## config.mk

```make
export PLATFORM = sky130hd
export DESIGN_NAME = dlart_multi
export DESIGN_NICKNAME = d
export VERILOG_FILES = /design/src/rtl/dlart_multi.sv
export SDC_FILE = /design/constraint.sdc
export NUM_CORES = 1
export LEC_CHECK = 0
export ABC_AREA = 0
export CAP_MARGIN = 10
export CELL_PAD_IN_SITES_DETAIL_PLACEMENT = 0
export CELL_PAD_IN_SITES_GLOBAL_PLACEMENT = 1
export CORE_ASPECT_RATIO = 2
export CORE_MARGIN = 1.5
export CORE_UTILIZATION = 46
export CTS_CLUSTER_DIAMETER = 120
export DETAILED_ROUTE_END_ITERATION = 16
export GPL_TIMING_DRIVEN = 0
export HOLD_SLACK_MARGIN = 0.08
export PLACE_DENSITY_LB_ADDON = 0.08
export SYNTH_ARGS = -nofsm -noshare
export SYNTH_HDL_FRONTEND = slang
export SYNTH_SLANG_ARGS = --single-unit
```

## constraint.sdc

```tcl
create_clock -name clk -period 2.95 [get_ports clk]
set_input_delay 0.59 -clock clk [delete_from_list [all_inputs] [get_ports clk]]
set_output_delay 0.59 -clock clk [all_outputs]
set_load 0.005 [all_outputs]
```

## src/rtl/dlart_multi.sv

```systemverilog
// dlart_multi: NCH DL11-compatible serial channels behind the DCJ11 bus decoder.
// Each channel has RCSR/RBUF/XCSR/XBUF at base+0/2/4/6, an RX FIFO filled by
// the host and drained by RBUF reads, and a TX FIFO filled by XBUF writes and
// drained by the host. Channel 0 sits at CH0_BASE, channel k>=1 at
// CHN_BASE+8*(k-1).
//
// Ports:
//   clk, rst_n            clock, asynchronous active-low reset
//   bus_addr/bus_bs       physical address and bank select (2'b10 = I/O page)
//   bus_rd/bus_wr         one-cycle read/write strobes, bus_byte = byte write
//   bus_wdata/bus_rdata   write data / combinational read data
//   bus_hit               address decodes to one of the channel registers
//   bus_init              one-cycle bus INIT, same effect as reset
//   rx_wr/rx_wdata/rx_full   host-side RX push per channel
//   tx_rd/tx_rdata/tx_empty  host-side TX pop per channel (first-word-fall-through)
//   rx_irq/tx_irq         registered level interrupt requests
//
// Optional feature: define DLART_LOOPBACK_EN to enable XCSR MAINT loopback
// (XBUF writes are routed into the same channel's RX FIFO while MAINT=1).
module dlart_multi #(
  parameter int unsigned NCH      = 4,
  parameter int unsigned DEPTH    = 8,
  parameter logic [21:0] CH0_BASE = 22'o17777560,
  parameter logic [21:0] CHN_BASE = 22'o17776500
) (
  input  logic                 clk,
  input  logic                 rst_n,
  input  logic [21:0]          bus_addr,
  input  logic [1:0]           bus_bs,
  input  logic                 bus_rd,
  input  logic                 bus_wr,
  input  logic                 bus_byte,
  input  logic [15:0]          bus_wdata,
  output logic [15:0]          bus_rdata,
  output logic                 bus_hit,
  input  logic                 bus_init,
  input  logic [NCH-1:0]       rx_wr,
  input  logic [8*NCH-1:0]     rx_wdata,
  output logic [NCH-1:0]       rx_full,
  input  logic [NCH-1:0]       tx_rd,
  output logic [8*NCH-1:0]     tx_rdata,
  output logic [NCH-1:0]       tx_empty,
  output logic [NCH-1:0]       rx_irq,
  output logic [NCH-1:0]       tx_irq
);

  localparam int unsigned AW = (DEPTH > 1) ? $clog2(DEPTH) : 1;
  localparam logic [AW:0] FULL_CNT = (AW+1)'(DEPTH);

  typedef enum logic [1:0] {
    REG_RCSR = 2'd0,
    REG_RBUF = 2'd1,
    REG_XCSR = 2'd2,
    REG_XBUF = 2'd3
  } reg_e;

  reg_e           rsel;
  logic           io_page;
  logic           wr_en;
  logic           rd_en;
  logic [NCH-1:0] sel;
  logic [15:0]    ch_rdata [NCH];
  logic           unused_wdata;

  assign rsel    = reg_e'(bus_addr[2:1]);
  assign io_page = (bus_bs == 2'b10);
  // High-byte writes touch no implemented bit, so they are dropped entirely.
  assign wr_en   = bus_wr && !(bus_byte && bus_addr[0]);
  // A write in the same cycle wins: the RBUF pop side effect is suppressed.
  assign rd_en   = bus_rd && !bus_wr;
  assign bus_hit = |sel;
  assign unused_wdata = ^{bus_wdata[15:8], bus_wdata[5:0]};

  // At most one channel is selected, and unselected channels drive zero.
  always_comb begin
    bus_rdata = '0;
    for (int unsigned k = 0; k < NCH; k++) begin
      bus_rdata = bus_rdata | ch_rdata[k];
    end
  end

  for (genvar k = 0; k < NCH; k++) begin : g_ch
    localparam logic [21:0] BASE = (k == 0) ? CH0_BASE : CHN_BASE + 22'(8 * (k - 1));

    logic          hit_ch, wr_ch, rd_rbuf, xbuf_wr, lb;
    logic          rie, tie, ovr, rx_irq_q, tx_irq_q;
    logic [15:0]   rdata_ch;

    logic [7:0]    rx_mem [DEPTH];
    logic [AW-1:0] rx_wp, rx_rp;
    logic [AW:0]   rx_cnt;
    logic          rx_empty, rx_full_i, rx_src_wr, rx_push, rx_pop, rx_ovr;
    logic [7:0]    rx_src_data, rx_head;

    logic [7:0]    tx_mem [DEPTH];
    logic [AW-1:0] tx_wp, tx_rp;
    logic [AW:0]   tx_cnt;
    logic          tx_empty_i, tx_full_i, tx_push_req, tx_push, tx_pop;

    assign hit_ch  = io_page && (bus_addr[21:3] == BASE[21:3]);
    assign sel[k]  = hit_ch;
    assign wr_ch   = wr_en && hit_ch;
    assign xbuf_wr = wr_ch && (rsel == REG_XBUF);
    assign rd_rbuf = rd_en && hit_ch && (rsel == REG_RBUF);

`ifdef DLART_LOOPBACK_EN
    logic maint;

    always_ff @(posedge clk or negedge rst_n) begin
      if (!rst_n) begin
        maint <= 1'b0;
      end else if (bus_init) begin
        maint <= 1'b0;
      end else if (wr_ch && (rsel == REG_XCSR)) begin
        maint <= bus_wdata[2];
      end
    end

    assign lb          = maint;
    assign rx_src_wr   = maint ? xbuf_wr : rx_wr[k];
    assign rx_src_data = maint ? bus_wdata[7:0] : rx_wdata[8*k +: 8];
    assign tx_push_req = xbuf_wr && !maint;
`else
    assign lb          = 1'b0;
    assign rx_src_wr   = rx_wr[k];
    assign rx_src_data = rx_wdata[8*k +: 8];
    assign tx_push_req = xbuf_wr;
`endif

    // RX FIFO: a push into a full FIFO is still accepted when an RBUF pop
    // frees the slot in the same cycle; otherwise it is an overrun.
    assign rx_empty  = (rx_cnt == '0);
    assign rx_full_i = (rx_cnt == FULL_CNT);
    assign rx_pop    = rd_rbuf && !rx_empty;
    assign rx_push   = rx_src_wr && (!rx_full_i || rx_pop);
    assign rx_ovr    = rx_src_wr && rx_full_i && !rx_pop;
    assign rx_head   = rx_empty ? 8'h00 : rx_mem[rx_rp];

    always_ff @(posedge clk or negedge rst_n) begin
      if (!rst_n) begin
        rx_wp  <= '0;
        rx_rp  <= '0;
        rx_cnt <= '0;
      end else if (bus_init) begin
        rx_wp  <= '0;
        rx_rp  <= '0;
        rx_cnt <= '0;
      end else begin
        if (rx_push) rx_wp <= rx_wp + 1'b1;
        if (rx_pop)  rx_rp <= rx_rp + 1'b1;
        if (rx_push && !rx_pop)      rx_cnt <= rx_cnt + 1'b1;
        else if (rx_pop && !rx_push) rx_cnt <= rx_cnt - 1'b1;
      end
    end

    always_ff @(posedge clk) begin
      if (rx_push) rx_mem[rx_wp] <= rx_src_data;
    end

    // TX FIFO: full writes are dropped unless the host pops in the same cycle.
    assign tx_empty_i = (tx_cnt == '0);
    assign tx_full_i  = (tx_cnt == FULL_CNT);
    assign tx_pop     = tx_rd[k] && !tx_empty_i && !lb;
    assign tx_push    = tx_push_req && (!tx_full_i || tx_pop);

    always_ff @(posedge clk or negedge rst_n) begin
      if (!rst_n) begin
        tx_wp  <= '0;
        tx_rp  <= '0;
        tx_cnt <= '0;
      end else if (bus_init) begin
        tx_wp  <= '0;
        tx_rp  <= '0;
        tx_cnt <= '0;
      end else begin
        if (tx_push) tx_wp <= tx_wp + 1'b1;
        if (tx_pop)  tx_rp <= tx_rp + 1'b1;
        if (tx_push && !tx_pop)      tx_cnt <= tx_cnt + 1'b1;
        else if (tx_pop && !tx_push) tx_cnt <= tx_cnt - 1'b1;
      end
    end

    always_ff @(posedge clk) begin
      if (tx_push) tx_mem[tx_wp] <= bus_wdata[7:0];
    end

    // Control bits, sticky overrun and registered interrupt levels.
    always_ff @(posedge clk or negedge rst_n) begin
      if (!rst_n) begin
        rie      <= 1'b0;
        tie      <= 1'b0;
        ovr      <= 1'b0;
        rx_irq_q <= 1'b0;
        tx_irq_q <= 1'b0;
      end else if (bus_init) begin
        rie      <= 1'b0;
        tie      <= 1'b0;
        ovr      <= 1'b0;
        rx_irq_q <= 1'b0;
        tx_irq_q <= 1'b0;
      end else begin
        if (wr_ch && (rsel == REG_RCSR)) rie <= bus_wdata[6];
        if (wr_ch && (rsel == REG_XCSR)) tie <= bus_wdata[6];
        if (rx_ovr)       ovr <= 1'b1;
        else if (rd_rbuf) ovr <= 1'b0;
        rx_irq_q <= rie && !rx_empty;
        tx_irq_q <= tie && !tx_full_i;
      end
    end

    always_comb begin
      rdata_ch = '0;
      if (hit_ch) begin
        case (rsel)
          REG_RCSR: begin
            rdata_ch[7] = !rx_empty;
            rdata_ch[6] = rie;
          end
          REG_RBUF: rdata_ch = {ovr, ovr, 6'b0, rx_head};
          REG_XCSR: begin
            rdata_ch[7] = !tx_full_i;
            rdata_ch[6] = tie;
            rdata_ch[2] = lb;
          end
          default: rdata_ch = '0;
        endcase
      end
    end

    assign ch_rdata[k]         = rdata_ch;
    assign rx_full[k]          = rx_full_i;
    assign tx_empty[k]         = tx_empty_i || lb;
    assign tx_rdata[8*k +: 8]  = tx_empty_i ? 8'h00 : tx_mem[tx_rp];
    assign rx_irq[k]           = rx_irq_q;
    assign tx_irq[k]           = tx_irq_q;
  end

endmodule

```

; Word-level counts from Yosys, hierarchy flattened
; Memory sizes are Yosys's and may differ from the RTL's.
; Index checks and enable logic that the tools add are counted.
[totals]
mem_count = 8
ram_bits = 512
register_bits = 100
inputBits = 86
[mem_list]
columns = memory, words, word_bits, read_ports, rd_ports_with_merged_regs, wr, line
row1 = g_ch[0].rx_mem, 8, 8, 1, 0, 1, 89  ; logic [7:0] rx_mem [DEPTH];
row2 = g_ch[0].tx_mem, 8, 8, 1, 0, 1, 95  ; logic [7:0] tx_mem [DEPTH];
row3 = g_ch[1].rx_mem, 8, 8, 1, 0, 1, 89
row4 = g_ch[1].tx_mem, 8, 8, 1, 0, 1, 95
row5 = g_ch[2].rx_mem, 8, 8, 1, 0, 1, 89
row6 = g_ch[2].tx_mem, 8, 8, 1, 0, 1, 95
row7 = +2 memories, n/a, n/a, n/a, n/a, n/a, n/a
[op_classes]
n_eq_ne = 16
bitwise_logic = 3
n_reduce_logical = 167
addsub = 32
mux = 140
[op_table]
columns = cell, count
row1 = two-way mux 3 bit, 36
row2 = two-way mux 4 bit, 24
row3 = two-way mux 8 bit, 12
row4 = logical AND 1 bit, 79
row5 = == test 19 bit (second input constant), 4
row6 = two-way mux 16 bit, 4
row7 = two-way mux 1 bit, 56
row8 = adder 3 x 1 -> 3 bit (second input constant), 16
row9 = bitwise OR 16 bit, 3
row10 = nonzero test 2 bit, 24
row11 = nonzero test 3 bit, 12
row12 = zero test 1 bit, 34
row13 = adder 4 x 1 -> 4 bit (second input constant), 8
row14 = == test 4 bit (second input constant), 8
row15 = zero test 4 bit, 8
row16 = subtractor 4 x 1 -> 4 bit (second input constant), 8
row17 = case mux 2 bit (3 select lines), 4
row18 = logical OR 1 bit, 8
row19 = two-way mux 2 bit, 4
row20 = == test 2 bit (second input constant), 3
row21 = OR reduction 4 bit, 1
row22 = == test 2 x 1 -> 1 bit (second input constant), 1
row23 = zero test 2 bit, 1

; Longest topological paths before layout
[depth]
depth_word = 12
ltp_mapped = 13
mapped_depth_nobuf = 12

; Worst setup path before layout
; No wires, ideal clock.
[synth_path]
path_type = input to register
start = in bus_addr[7]
end = mem g_ch[0].rx_mem[0][0] (enable)
slack_ns = -0.036
setup_time_ns = 0.395
arrival_time_ns = 2.591
n_path_buf = 1
required_ns = 2.555
stages = 6
path_cell_list = nand3b_1 or3_1 clkbuf_1 nor2_1 o21ai_1 nor4_1
[synth_via]
elab_chain_cells = 9
[synth_rtl]
columns = item, line
row1 = from (decl), 28  ; input logic [21:0] bus_addr,
row2 = == test 19 bit, 100  ; assign hit_ch = io_page && (bus_addr[21:3] == BASE[21:3]);
row3 = logical AND 1 bit, 100
row4 = logical AND 1 bit (2 in series), 104  ; assign rd_rbuf = rd_en && hit_ch && (rsel == REG_RBUF);
row5 = logical AND 1 bit, 134  ; assign rx_pop = rd_rbuf && !rx_empty;
row6 = logical OR 1 bit, 135  ; assign rx_push = rx_src_wr && (!rx_full_i || rx_pop);
row7 = logical AND 1 bit, 135
row8 = two-way mux 1 bit, 157  ; if (rx_push) rx_mem[rx_wp] <= rx_src_data;
row9 = two-way mux 1 bit (not written as such), 157
row10 = to (decl), 89
; No other way between the ends.

; Worst setup path after layout
[layout_path]
start = reg g_ch[3].rx_cnt[1]
end = out bus_rdata[6]
[layout_via]
elab_chain_cells = 5
[layout_rtl]
columns = item, line
row1 = from (decl), 91  ; logic [AW:0] rx_cnt;
row2 = from (signal assigned), 151  ; if (rx_push && !rx_pop) rx_cnt <= rx_cnt + 1'b1;
row3 = from (signal assigned), 152  ; else if (rx_pop && !rx_push) rx_cnt <= rx_cnt - 1'b1;
row4 = zero test 4 bit, 132  ; assign rx_empty = (rx_cnt == '0);
row5 = two-way mux 8 bit, 137  ; assign rx_head = rx_empty ? 8'h00 : rx_mem[rx_rp];
row6 = case mux 2 bit (3 select lines), 214  ; case (rsel)
row7 = two-way mux 16 bit, 213  ; if (hit_ch) begin
row8 = bitwise OR 16 bit, 78  ; bus_rdata = bus_rdata | ch_rdata[k];
row9 = to (decl), 34  ; output logic [15:0] bus_rdata,
; No other way between the ends.

==> results.txt <==
CTS saw 612 sinks. The tools report the final wirelength as 65100 um. The fraction of registers with async set/reset was 16.3%. Worst endpoint data arrival time: 2.73 ns. Pre-CTS worst setup slack: -1.33 ns. Detailed routing inserted a total of 15.3k vias. The tool flagged a number of max-cap violations equal to 0. At the end of routability-driven placement, the weighted congestion stood at 0.827. Clock latency on the worst-skew pair, taken at its later pin, is 0.60 ns. The tools report the minimum setup slack in the final design as -0.365 ns. The worst path uses 112% of the clock period. The worst register-to-register path has a setup slack of 0.15 ns.

The count of flip-flops with a built-in enable after synthesis is 512, and the number of setup violations in the final report is 8. The synthesis-to-layout area growth is 26.4%, and the number of global-route vias before repair is 16.1k. The critical path is of the flip-flop to output port type. The timing-limited maximum frequency came out at 0.302 GHz.

Setup repair after global routing could not meet its margin everywhere. Before antenna repair, the detailed router went through 7 iterations. Average footprint of a synthesized cell: 16.1 um^2. The synthesized design contains 612 register bits. The maximum fanout count along the critical path is 6.

Counting I/O delays and the setup requirement, the final critical path takes 3.32 ns. The worst setup path is launched from a flip-flop. The count of H-tree levels built during CTS was 2. After clock tree synthesis, the clock-pin slew on the worst setup and hold paths is 0.07 ns. In this run, CTS created clock tree buffers numbering 53.

The clock passes through at most 3 buffers. The run finished, with violations left. The fraction of layout cells with a size suffix above 1 was 30.9%. In the layout the commonest cells are 512 x edfxtp_1, 139 x nor2_1, 130 x buf_4.

After floorplanning, the core was divided into 123 placement rows. The DRC violation total after the first TritonRoute iteration was 1003. The required time at the worst-slack endpoint is 2.36 ns.

The final total power is 22.0 mW. The floorplan step defined a die boundary enclosing 0.0588 mm^2. Global routing used 22.7% of the available tracks.

The mapped cell area was 0.0263 mm^2; the vias per cell was 5.53. The checks that failed: setup timing. After detailed routing, the average wire length per cell comes to 23.5 um. In this run the tightest slew margin relative to its limit is 24.3%.

The initial cell density of the core came out at 46.7%. The root buffer selected by CTS is clkbuf_16. The number of different library cells in the post-synthesis netlist was 71.

The tools report the type of destination of the critical path as an output port. The remaining routing DRC violations is 0. IR analysis of the VDD net gives a maximum drop of 660 uV. The path class of the lowest-slack min-delay path is input pin to flip-flop. Entering global routing, the biggest net connects 54 pins. After floorplanning, the core was sized to cover 0.0563 mm^2. Traced cell by cell, the critical path runs through or3_1, nor2_2, o221ai_1, a32o_2, a311o_1, buf_2. The final global-route overflow total is 0. The number of standard cells after synthesis is 1631, and the number of warnings issued by yosys is 0.

The number of antenna violations at the first check in global routing came out at 2. Leaving out fill and tap cells, the most frequent cell in the layout is edfxtp_1. The slowest stage cell on the critical path is dfrtp_1. Once detail routing completed, the nets flagged for antenna violations numbered 0.

The setup TNS after final layout is -1.92 ns, and the transition time at the pin with the least slew margin is 1.14 ns. Clock skew on the completed layout was measured at 0.0156 ns. Largest incremental delay on the critical path: 0.45 ns.

Summed over all nets, the half-perimeter wirelength after detailed placement is 44300 um. TritonCTS built the clock tree. From left edge to right edge, the die measures 172 um. In the synthesized netlist the dominant register cell turns out to be edfxtp_1. The logs give 0 for the max-slew violation count and 67.9% for the sequential fraction of the synthesis area. In this run the vertical extent of the chip is 341 um. The run gives 2096 as the total number of nets in the final design. For this design the top-level I/O count stands at 151. The count of buffers added on input and output ports is 132. The logs give 97200 um for the first-pass GRT wire length and 11.6 nW for the leakage power figure. The final hold violation count was 0; the power density relative to cell area was 663 mW/mm^2.
-- kinds of logic (layout without fill, tap and decap cells) --
kind of cell	count (synthesis)	in the layout	synth area share [%]
simple gates	430	430	8.03
other cells	1	7	0.0142
compound gates	155	155	3.90
buf+inv	131	509	2.31
flops	612	612	67.9
fa+ha+maj	40	40	2.13
mux	218	218	14.2
xor+xnor	44	44	1.46
-- sequential cells by signal (all words and copies together), names as in the netlist --
name	flops
g_ch.ovr	4
g_ch.tx_rp	12
g_ch.rx_wp	12
g_ch.tx_wp	12
g_ch.rx_irq_q	4
g_ch.rx_rp	12
g_ch.tie	4
g_ch.tx_irq_q	4
g_ch.tx_mem	256
g_ch.rx_cnt	16
g_ch.rie	4
g_ch.rx_mem	256
g_ch.tx_cnt	16
-- Yosys cell counts (all sizes together), types with 3 or more instances --
master,instances,area [um^2]
a211oi,7,52.6
a21o,16,120
a21oi,47,246
a31oi,8,50.1
a32oi,3,26.3
and2,5,31.3
and3,12,75.1
and4,4,35.0
buf,49,300
clkbuf,46,174
dfrtp,100,2500
edfxtp,512,15400
fa,8,160
ha,32,400
inv,36,135
mux2,11,124
mux2i,83,831
mux4,124,2790
nand2,77,297
nand2b,23,144
nand3,23,115
nand3b,7,52.6
nand4,12,81.3
nor2,157,592
nor2b,9,56.3
nor3,56,285
nor3b,10,97.6
nor4,10,62.6
nor4b,3,26.3
o211ai,11,82.6
o21ai,25,125
o21bai,3,26.3
o22a,7,61.3
o22ai,7,43.8
or3,13,81.3
xnor2,20,175
xor2,24,210
-- critical path, delay by kind of cell (launching register included) --
kind                   cells  cell delay [ns]
AND/OR/NAND/NOR            2             0.72
AO/OA/AOI/OAI              3             0.80
buffers and inverters      1             0.16
flip-flops                 1             0.45
-- worst paths after layout --
check	depth (start not counted)	to	start
max in group asynchronous	3	g_ch[1].tx_rp[1]	rst_n
max reg2reg	10	g_ch[2].tx_cnt[3]	g_ch[2].tx_cnt[1]
min	3	g_ch[0].ovr	rx_wr[0]
max	6	bus_rdata[6]	g_ch[3].rx_cnt[1]
min reg2reg	1	g_ch[2].rx_irq_q	g_ch[2].rie
min in group asynchronous	2	g_ch[0].tx_rp[2]	rst_n
-- stage by stage --
stage / hold slack [ns] / area, um^2 / utilization [%] / cells
2_1_floorplan: 0.294 / 26400 / - / 1636
3_3_place_gp: 0.528 / 28600 / 50.8 / 2518
3_5_place_dp: 0.541 / 28900 / 51.4 / 2538
4_1_cts: 0.408 / 32500 / 57.7 / 2710
5_1_grt: 0.471 / 33300 / 59.1 / 2764
6_report: 0.455 / 33300 / 59.1 / 2765
-- layout make-up --
class / instances / area [um^2]
diodes: 1 / 2.50
repair buffers: 290 / 2830
well taps: 750 / 938
fillers: 4441 / 23100
plain buffers: 84 / 744
flip-flops and latches: 612 / 17900
clock inverters: 30 / 309
multi-input cells: 893 / 8940
clock buffers: 69 / 1480
inverters: 36 / 135
-- layer usage --
layer	wire, um	vias up	global-route usage [%]	part of all wire [%]
met5	13	-	0	0.020
met4	2610	2	9.04	4.0
met3	2730	113	3.17	4.2
met2	35700	368	42.2	55
met1	24000	7824	25.7	37
li1	-	6991	-	-
-- report_power, final --
group          leakage (nW)  internal (mW)  switching [mW]
clock                 0.870           4.00            3.16
combinational          4.78           2.47            2.33
sequential             5.98           9.74           0.345
total                  11.6           16.2            5.84
-- timing repair --
item / in CTS / in global routing
gates cloned: 1 / 2
buffers inserted: 82 / 50
pin swaps: 44 / 61
endpoints found under the setup margin: 527 / 229
resized for setup: 360 / 89
hold endpoints to repair: 47 / 0
hold buffers: 1 / 0
Power figures use the tool's default switching activity.
